===== src/rtl/pll_phase_pkg.sv =====
// pll_phase_pkg
// Shared types and constants for the PLL fine-phase stepper.
//   state_t      : sequencer states
//   SEL_*        : PHASESEL encodings of the EHXPLLL outputs
package pll_phase_pkg;

  typedef enum logic [2:0] {
    ST_IDLE,
    ST_WAIT_LOCK,
    ST_SETUP,
    ST_PULSE_HI,
    ST_PULSE_LO,
    ST_DONE,
    ST_ERR
  } state_t;

  localparam logic [1:0] SEL_CLKOS  = 2'b00;
  localparam logic [1:0] SEL_CLKOS2 = 2'b01;
  localparam logic [1:0] SEL_CLKOS3 = 2'b10;
  localparam logic [1:0] SEL_CLKOP  = 2'b11;

endpackage


===== src/rtl/pll_lock_filter.sv =====
// pll_lock_filter
// Qualifies PLL lock before phase stepping starts.
//   clk, rst   : reference clock, synchronous active-high reset
//   start      : pulse on request accept; rearms both counters
//   pll_locked : raw PLL LOCK
//   stable     : LOCK_WAIT consecutive locked cycles seen (this cycle included)
//   timeout    : LOCK_TIMEOUT cycles elapsed since start (this cycle included)
module pll_lock_filter #(
  parameter int LOCK_WAIT    = 16,
  parameter int LOCK_TIMEOUT = 1024
) (
  input  logic clk,
  input  logic rst,
  input  logic start,
  input  logic pll_locked,
  output logic stable,
  output logic timeout
);

  localparam int LW = $clog2(LOCK_WAIT + 1);
  localparam int TW = $clog2(LOCK_TIMEOUT + 1);

  logic [LW-1:0] lock_cnt;
  logic [TW-1:0] to_cnt;

  // Both are down-counters; terminal count is zero and they park there.
  always_ff @(posedge clk) begin
    if (rst || start) begin
      lock_cnt <= LW'(LOCK_WAIT - 1);
      to_cnt   <= TW'(LOCK_TIMEOUT - 1);
    end else begin
      if (!pll_locked)
        lock_cnt <= LW'(LOCK_WAIT - 1);
      else if (lock_cnt != '0)
        lock_cnt <= lock_cnt - LW'(1);
      if (to_cnt != '0)
        to_cnt <= to_cnt - TW'(1);
    end
  end

  assign stable  = pll_locked && (lock_cnt == '0);
  assign timeout = (to_cnt == '0);

endmodule


===== src/rtl/pll_phase_stepper.sv =====
// pll_phase_stepper
// Drives the EHXPLLL dynamic fine-phase pins from valid/ready requests and
// tracks the accumulated phase offset of each PLL output.
//   clk, rst             : reference clock, synchronous active-high reset
//   req_valid/req_ready  : request handshake (ready only while idle)
//   req_sel/dir/steps    : output select, direction (1 = decrement), step count
//   pll_locked           : PLL LOCK
//   phasesel/dir/step    : to PLL PHASESEL[1:0]/PHASEDIR/PHASESTEP
//   busy, done, err      : non-idle flag, completion pulse, abort pulse
//   phase_all            : accumulators, slice k belongs to PHASESEL encoding k
//
// state      | meaning
// IDLE       | ready for a request
// WAIT_LOCK  | qualifying PLL lock, bounded by timeout
// SETUP      | sel/dir stable ahead of the step pulse
// PULSE_HI   | phasestep high
// PULSE_LO   | phasestep low after a pulse
// DONE       | done pulse
// ERR        | err pulse (lock lost or never qualified)
module pll_phase_stepper
  import pll_phase_pkg::*;
#(
  parameter int STEP_SETUP   = 4,
  parameter int STEP_HIGH    = 4,
  parameter int STEP_LOW     = 4,
  parameter int STEPS_W      = 4,
  parameter int PH_W         = 8,
  parameter int LOCK_WAIT    = 16,
  parameter int LOCK_TIMEOUT = 1024
) (
  input  logic              clk,
  input  logic              rst,
  input  logic              req_valid,
  output logic              req_ready,
  input  logic [1:0]        req_sel,
  input  logic              req_dir,
  input  logic [STEPS_W-1:0] req_steps,
  input  logic              pll_locked,
  output logic [1:0]        phasesel,
  output logic              phasedir,
  output logic              phasestep,
  output logic              busy,
  output logic              done,
  output logic              err,
  output logic [4*PH_W-1:0] phase_all
);

  localparam int TMR_W = 16;

  state_t             state;
  logic [TMR_W-1:0]   tmr;
  logic [STEPS_W-1:0] remaining;
  logic [PH_W-1:0]    acc [4];
  logic               acc_pend;
  logic               accept;
  logic               lock_stable;
  logic               lock_timeout;

  assign accept = (state == ST_IDLE) && req_valid && req_ready;

  pll_lock_filter #(
    .LOCK_WAIT   (LOCK_WAIT),
    .LOCK_TIMEOUT(LOCK_TIMEOUT)
  ) u_lock_filter (
    .clk       (clk),
    .rst       (rst),
    .start     (accept),
    .pll_locked(pll_locked),
    .stable    (lock_stable),
    .timeout   (lock_timeout)
  );

  always_ff @(posedge clk) begin
    if (rst) begin
      state     <= ST_IDLE;
      req_ready <= 1'b0;
      busy      <= 1'b0;
      done      <= 1'b0;
      err       <= 1'b0;
      phasestep <= 1'b0;
      phasesel  <= 2'b00;
      phasedir  <= 1'b0;
      remaining <= '0;
      tmr       <= '0;
      acc_pend  <= 1'b0;
      for (int k = 0; k < 4; k++) acc[k] <= '0;
    end else begin
      done <= 1'b0;
      err  <= 1'b0;

      // Accumulator lands one cycle after the pulse rises and is applied even
      // if that same cycle sees lock loss: an entered pulse always counts.
      if (acc_pend) begin
        acc[phasesel] <= phasedir ? acc[phasesel] - PH_W'(1) : acc[phasesel] + PH_W'(1);
        acc_pend      <= 1'b0;
      end

      case (state)
        ST_IDLE: begin
          req_ready <= 1'b1;
          if (accept) begin
            req_ready <= 1'b0;
            busy      <= 1'b1;
            phasesel  <= req_sel;
            phasedir  <= req_dir;
            remaining <= req_steps;
            if (req_steps == '0) begin
              state <= ST_DONE;
              done  <= 1'b1;
            end else begin
              state <= ST_WAIT_LOCK;
            end
          end
        end

        ST_WAIT_LOCK: begin
          if (lock_stable) begin
            state <= ST_SETUP;
            tmr   <= TMR_W'(STEP_SETUP - 1);
          end else if (lock_timeout) begin
            state <= ST_ERR;
            err   <= 1'b1;
          end
        end

        ST_SETUP: begin
          if (!pll_locked) begin
            state <= ST_ERR;
            err   <= 1'b1;
          end else if (tmr == '0) begin
            state     <= ST_PULSE_HI;
            phasestep <= 1'b1;
            tmr       <= TMR_W'(STEP_HIGH - 1);
            remaining <= remaining - STEPS_W'(1);
            acc_pend  <= 1'b1;
          end else begin
            tmr <= tmr - TMR_W'(1);
          end
        end

        ST_PULSE_HI: begin
          if (!pll_locked) begin
            state     <= ST_ERR;
            err       <= 1'b1;
            phasestep <= 1'b0;
          end else if (tmr == '0) begin
            state     <= ST_PULSE_LO;
            phasestep <= 1'b0;
            tmr       <= TMR_W'(STEP_LOW - 1);
          end else begin
            tmr <= tmr - TMR_W'(1);
          end
        end

        ST_PULSE_LO: begin
          if (!pll_locked) begin
            state <= ST_ERR;
            err   <= 1'b1;
          end else if (tmr == '0) begin
            if (remaining != '0) begin
              state <= ST_SETUP;
              tmr   <= TMR_W'(STEP_SETUP - 1);
            end else begin
              state <= ST_DONE;
              done  <= 1'b1;
            end
          end else begin
            tmr <= tmr - TMR_W'(1);
          end
        end

        ST_DONE, ST_ERR: begin
          state     <= ST_IDLE;
          busy      <= 1'b0;
          req_ready <= 1'b1;
        end

        default: state <= ST_IDLE;
      endcase
    end
  end

  assign phase_all = {acc[SEL_CLKOP], acc[SEL_CLKOS3], acc[SEL_CLKOS2], acc[SEL_CLKOS]};

endmodule


===== config.mk =====
export PLATFORM = sky130hd
export DESIGN_NAME = pll_phase_stepper
export DESIGN_NICKNAME = d
export VERILOG_FILES = /design/src/rtl/pll_phase_pkg.sv /design/src/rtl/pll_lock_filter.sv /design/src/rtl/pll_phase_stepper.sv
export SDC_FILE = /design/constraint.sdc
export NUM_CORES = 1
export LEC_CHECK = 0
export ABC_CLOCK_PERIOD_IN_PS = 5540
export CORE_MARGIN = 4
export CORE_UTILIZATION = 45
export CTS_CLUSTER_DIAMETER = 50
export DETAILED_ROUTE_END_ITERATION = 7
export PLACE_DENSITY = 0.66
export SYNTH_ARGS = -nofsm -noshare
export SYNTH_HDL_FRONTEND = slang
export SYNTH_SLANG_ARGS = --single-unit

===== constraint.sdc =====
create_clock -name clk -period 5.54 [get_ports clk]
set_clock_uncertainty 0.2 [all_clocks]
set_input_delay 0.831 -clock clk [delete_from_list [all_inputs] [get_ports clk]]
set_output_delay 0.831 -clock clk [all_outputs]
set_load 0.03 [all_outputs]

* Word-level counts from Yosys, hierarchy flattened
Memories as Yosys holds them, arrays and structs flattened. A register that Yosys moved wholly into a read port is not among the register bits. Index checks and enable logic that the tools add are counted. W data, S select, Z words.
Word-level totals: memory bits (writable) 32, bits in registers 48, output and inout bits 40, memories 1
Memory list:
- acc | words 4, width 8, read ports 5, clocked after Yosys merged registers in 1, wr ports 4, line pll_phase_stepper.sv:53 | logic [PH_W-1:0] acc [4];
Cells by class: bitwise operators 2, reductions and logical operators 28, mux-type cells 54, equal/unequal tests 17, add/subtract/negate cells 6
Operators by type and width (count):
- $mux W16 | 6
- $pmux W16 S3 | 1
- $mux W3 | 11
- $mux W1 | 21
- $logic_not A16 Y1 | 1
- $mux W8 | 2
- $sub A16 B1 Y16 const B | 1
- $ne A3 B3 Y1 const B | 5
- $pmux W3 S5 | 1
- $mux W4 | 3
- $logic_not A11 Y1 | 1
- $reduce_bool A11 Y1 | 1
- $sub A11 B1 Y11 const B | 1
- $pmux W1 S2 | 5
- $reduce_and A5 Y1 | 2
- $eq A3 B3 Y1 const B | 3
- $add A8 B1 Y8 const B | 1
- $ne A2 B2 Y1 const B | 4
- $pmux W4 S2 | 1
- $reduce_and A4 Y1 | 2
- $reduce_or A8 Y1 | 1
- $sub A8 B1 Y8 const B | 1
- $eq A3 B2 Y1 const B | 2
- $mux W2 | 3
- other kinds (17) | 27

* Depth between registers and ports, before layout
depth after elaboration 6, gate-level depth with buffers 9, mapped depth without buffers 8

* Modules after synthesis
Synthesis repeated with hierarchy kept, for this count alone.
Second synthesis, totals: cell total of the unflattened synthesis 480, area, all modules 4550.6 um2
Modules (own cells, without submodules):
- pll_phase_stepper | cells each 386, times used 1, area an instance 3723.6 um2
- pll_lock_filter | cells each 94, times used 1, area an instance 827.0 um2

* Worst setup path before layout
No wires, ideal clock.
kind flip-flop to flip-flop, start reg with a tool-made name, end mem acc[0][6], data pin, buffers on the path 1, stages on the path, launching flop included 9, library setup time 0.268 ns, setup slack 2.681 ns, arrival time 2.392 ns, required time 5.072 ns, cells stage by stage dfxtp_1 -> buf_2 -> mux4_2 -> fa_1 -> a21o_1 -> a21o_1 -> and3_1 -> nor3_1 -> nor2_1
RTL lines (line):
- end: declaration | pll_phase_stepper.sv:53

==> metrics.md <==
| Metric | Value |
|---|---|
| Sequential share of power | `37.8%` |
| Reg area | `0.00196 sq mm` |
| Final ANT Viol Nets | `0` |
| Synth async-reset ratio | `0%` |
| RSZ-0062 raised after global routing | `no` |
| Grt met2 use | `31.8%` |
| Synth area leader | `dfxtp_1` |
| 1st-pass router iterations | `5` |
| Clk Tree Root Cell | `clkbuf_8` |
| Final Util | `54.0%` |
| Power per cell area | `414 mW/mm^2` |
| Post-detail-place hpwl | `7690 um` |
| Top-area cell type share of the netlist area | `22.1%` |
| Leakage power figure | `1.92 nW` |
| Post-CTS Resized | `0` |
| Fin crit period | `3.56 ns` |
| 1st-iter DRT viols | `139` |
| Max VDD drop | `393 uV` |
| Area delta synth->final | `16.8%` |
| Cts hold-fix bufs | `0` |
| Core area | `0.00977 sq mm` |
| Crit start category | `register` |
| Num CTS Buffers | `9` |
| M1 GR Usage | `24.3%` |
| Sw frac | `39.0%` |
| Max_cap viols | `0` |
| Worst-Skew Late Latency | `0.36 ns` |
| Setup WS pre-CTS | `1.67 ns` |
| Crit path capture type | `register` |
| CTS tree | `built` |
| Met3 usage | `2.87%` |
| Clock share of power | `21.4%` |
| Pins Over Slew Limit | `0` |
| Cells after synthesis | `463` |
| Post-synth cell types | `68` |
| Mean Syn Cell Area | `9.77 sq um` |
| Synth Warn # | `0` |
| Final period utilization | `64.3%` |
| First-pass GRT wire length | `17500 um` |
| Number of remaining DRC errors | `0` |
| Layout cells sized above 1 | `7.77%` |
| Non-Filler Instances | `635` |
| Largest net degree at the start of global routing | `23` |
| Final nets | `522` |
| Mapped Nets | `488` |
| Overall Global Routing Usage | `18.9%` |
| Starting Density | `46.3%` |
| Via count | `3601` |
| P_sw | `0.851 mW` |
| I/O Buffers | `50` |
| Number of enable flip-flop cells after synthesis | `32` |
| CP max-delay cell | `dfxtp_1` |
| Die width | `108 um` |
| CTS clk-pin slew, worst paths | `0.09 ns` |
| # rows | `36` |
| IO Count | `51` |
| Min-delay src | `u_lock_filter.to_cnt[10]` |
| Final setup fails | `0` |
| Worst-Margin Slew | `1.02 ns` |
| Crit path required time | `5.55 ns` |
| Vias in the first global route | `3490` |
| Multi-input gate area | `0.00236 sq mm` |
| Worst setup margin | `1.98 ns` |
| FF+latch count, synth | `82` |
| Total power | `2.19 mW` |
| Initial antenna violation count | `0` |
| Top Usage Layer GRT | `met2` |
| Gpl congestion | `0.863` |
| CTS Buffer Depth | `2` |
| Synthesized area | `0.00452 sq mm` |
| Kind of critical path | `reg2reg` |
| Die height | `108 um` |
| Crit path arrival time | `3.58 ns` |
| Synth area leaders | `dfxtp_1, edfxtp_1, ha_1` |
| Post-CTS setup buffers | `0` |
| Fillers | `885` |
| H-tree depth | `3` |
| Synth Flop Type | `dfxtp_1` |
| HP Class | `reg2reg` |
| Die area | `0.0117 sq mm` |
| Antenna Cells | `0` |
| Gate power share | `40.8%` |
| Slowest stage delay, CP | `0.71 ns` |
| Fin Setup TNS | `0 ns` |
| GRT overflow | `0` |
| Slew margin rel. | `31.9%` |
| Design Area, Final | `0.00528 sq mm` |
| Post-Place Cells | `619` |
| Int Pwr | `1.33 mW` |
| Status | `finished clean` |
| Num Clock Sinks | `82` |
| Most frequent cells in the layout | `dfxtp_1, clkdlybuf4s50_1, nand2_1, nor2_1, edfxtp_1` |
| Hold Fails Final Rpt | `0` |
| Placed cell areas | `0.00507 sq mm` |
| Register area share after synthesis | `43.4%` |
| Maximum fanout along the worst path | `10` |
| Total Wirelength | `10300 um` |
| Hold Slack | `0.281 ns` |
| Vias per cell | `5.67` |
| Achievable Freq | `0.281 GHz` |
| Critical Path, Cell by Cell | `mux4_2 > ha_1 > a21oi_1 > o21ai_0 > o211ai_1 > nand3_1 > nor2_1` |
| Routed WL per cell | `16.3 um` |
## metal layers
| layer | wire length [um] | share of wire, % |
|---|---|---|
| met1 | 4640 | 45 |
| met5 | 0 | 0 |
| met2 | 5100 | 49 |
| met3 | 402 | 3.9 |
| met4 | 206 | 2.0 |
## synthesized netlist by cell type (7+ instances only)
cell	n
or3_1	15
mux4_2	7
nor4_1	14
xnor2_1	12
nor2_1	40
a21oi_1	19
nor3_1	14
nand3b_1	10
mux2i_1	9
o21ai_0	19
buf_2	9
edfxtp_1	32
nand3_1	14
xor2_1	7
dfxtp_1	50
o211ai_1	12
inv_1	19
nand2_1	40
clkbuf_1	16
ha_1	13
## state kept, by name, indices dropped and copies added (netlist names), named ones only
register                count
req_ready                   1
err                         1
done                        1
remaining                   4
u_lock_filter.to_cnt       11
u_lock_filter.lock_cnt      5
acc                        32
phasesel                    2
state                       3
phasedir                    1
phasestep                   1
tmr                        16
busy                        1
acc_pend                    1
## critical path: cells and delay by family (launching register included)
kind | cells | cell delay (ns)
flops | 1 | 0.71
mux | 1 | 0.63
compound gates | 3 | 1.01
simple gates | 2 | 0.49
fa+ha+maj | 1 | 0.38
## logic make-up (layout without fill, tap and decap cells)
logic type / count (synthesis) / after routing / share of synthesized area (%)
AOI/OAI and AO/OA: 94 / 94 / 15.6
xor gates and xnor gates: 19 / 19 / 3.68
adders and majority gates: 14 / 14 / 4.04
buffers and inverters: 47 / 86 / 4.32
DFF: 82 / 82 / 43.4
muxes: 16 / 16 / 5.48
and+or+nand+nor: 191 / 191 / 23.5
## power groups by stage
| stage | logic, mW | clock network, mW | registers [mW] |
|---|---|---|---|
| after floorplan | 0.735 | 0 | 0.833 |
| after global placement | 0.875 | 0 | 0.836 |
| after detailed placement | 0.891 | 0 | 0.840 |
| after CTS | 0.896 | 0.479 | 0.826 |
| after global routing | 0.995 | 0.505 | 0.846 |
| final | 0.891 | 0.468 | 0.827 |
## worst paths after layout
check                                           endpoint  slack [ns]  cells past startpoint
worst min register to register  u_lock_filter.to_cnt[10]        0.28                      2
worst min-delay path            u_lock_filter.to_cnt[10]        0.28                      2
worst max register to register                 acc[0][5]        1.98                      7
worst max-delay path                           acc[0][5]        1.98                      7
## area by class of cell
type                       instances  area share (%)
timing repair buffer              51            9.62
clock inverter                     6            1.56
clock buffer                      10            2.42
multi-input combinational        334            44.8
sequential                        82            37.1
tap                              133            3.15
inverter                          19            1.35
No activity file was read; power rests on OpenSTA's default activity.
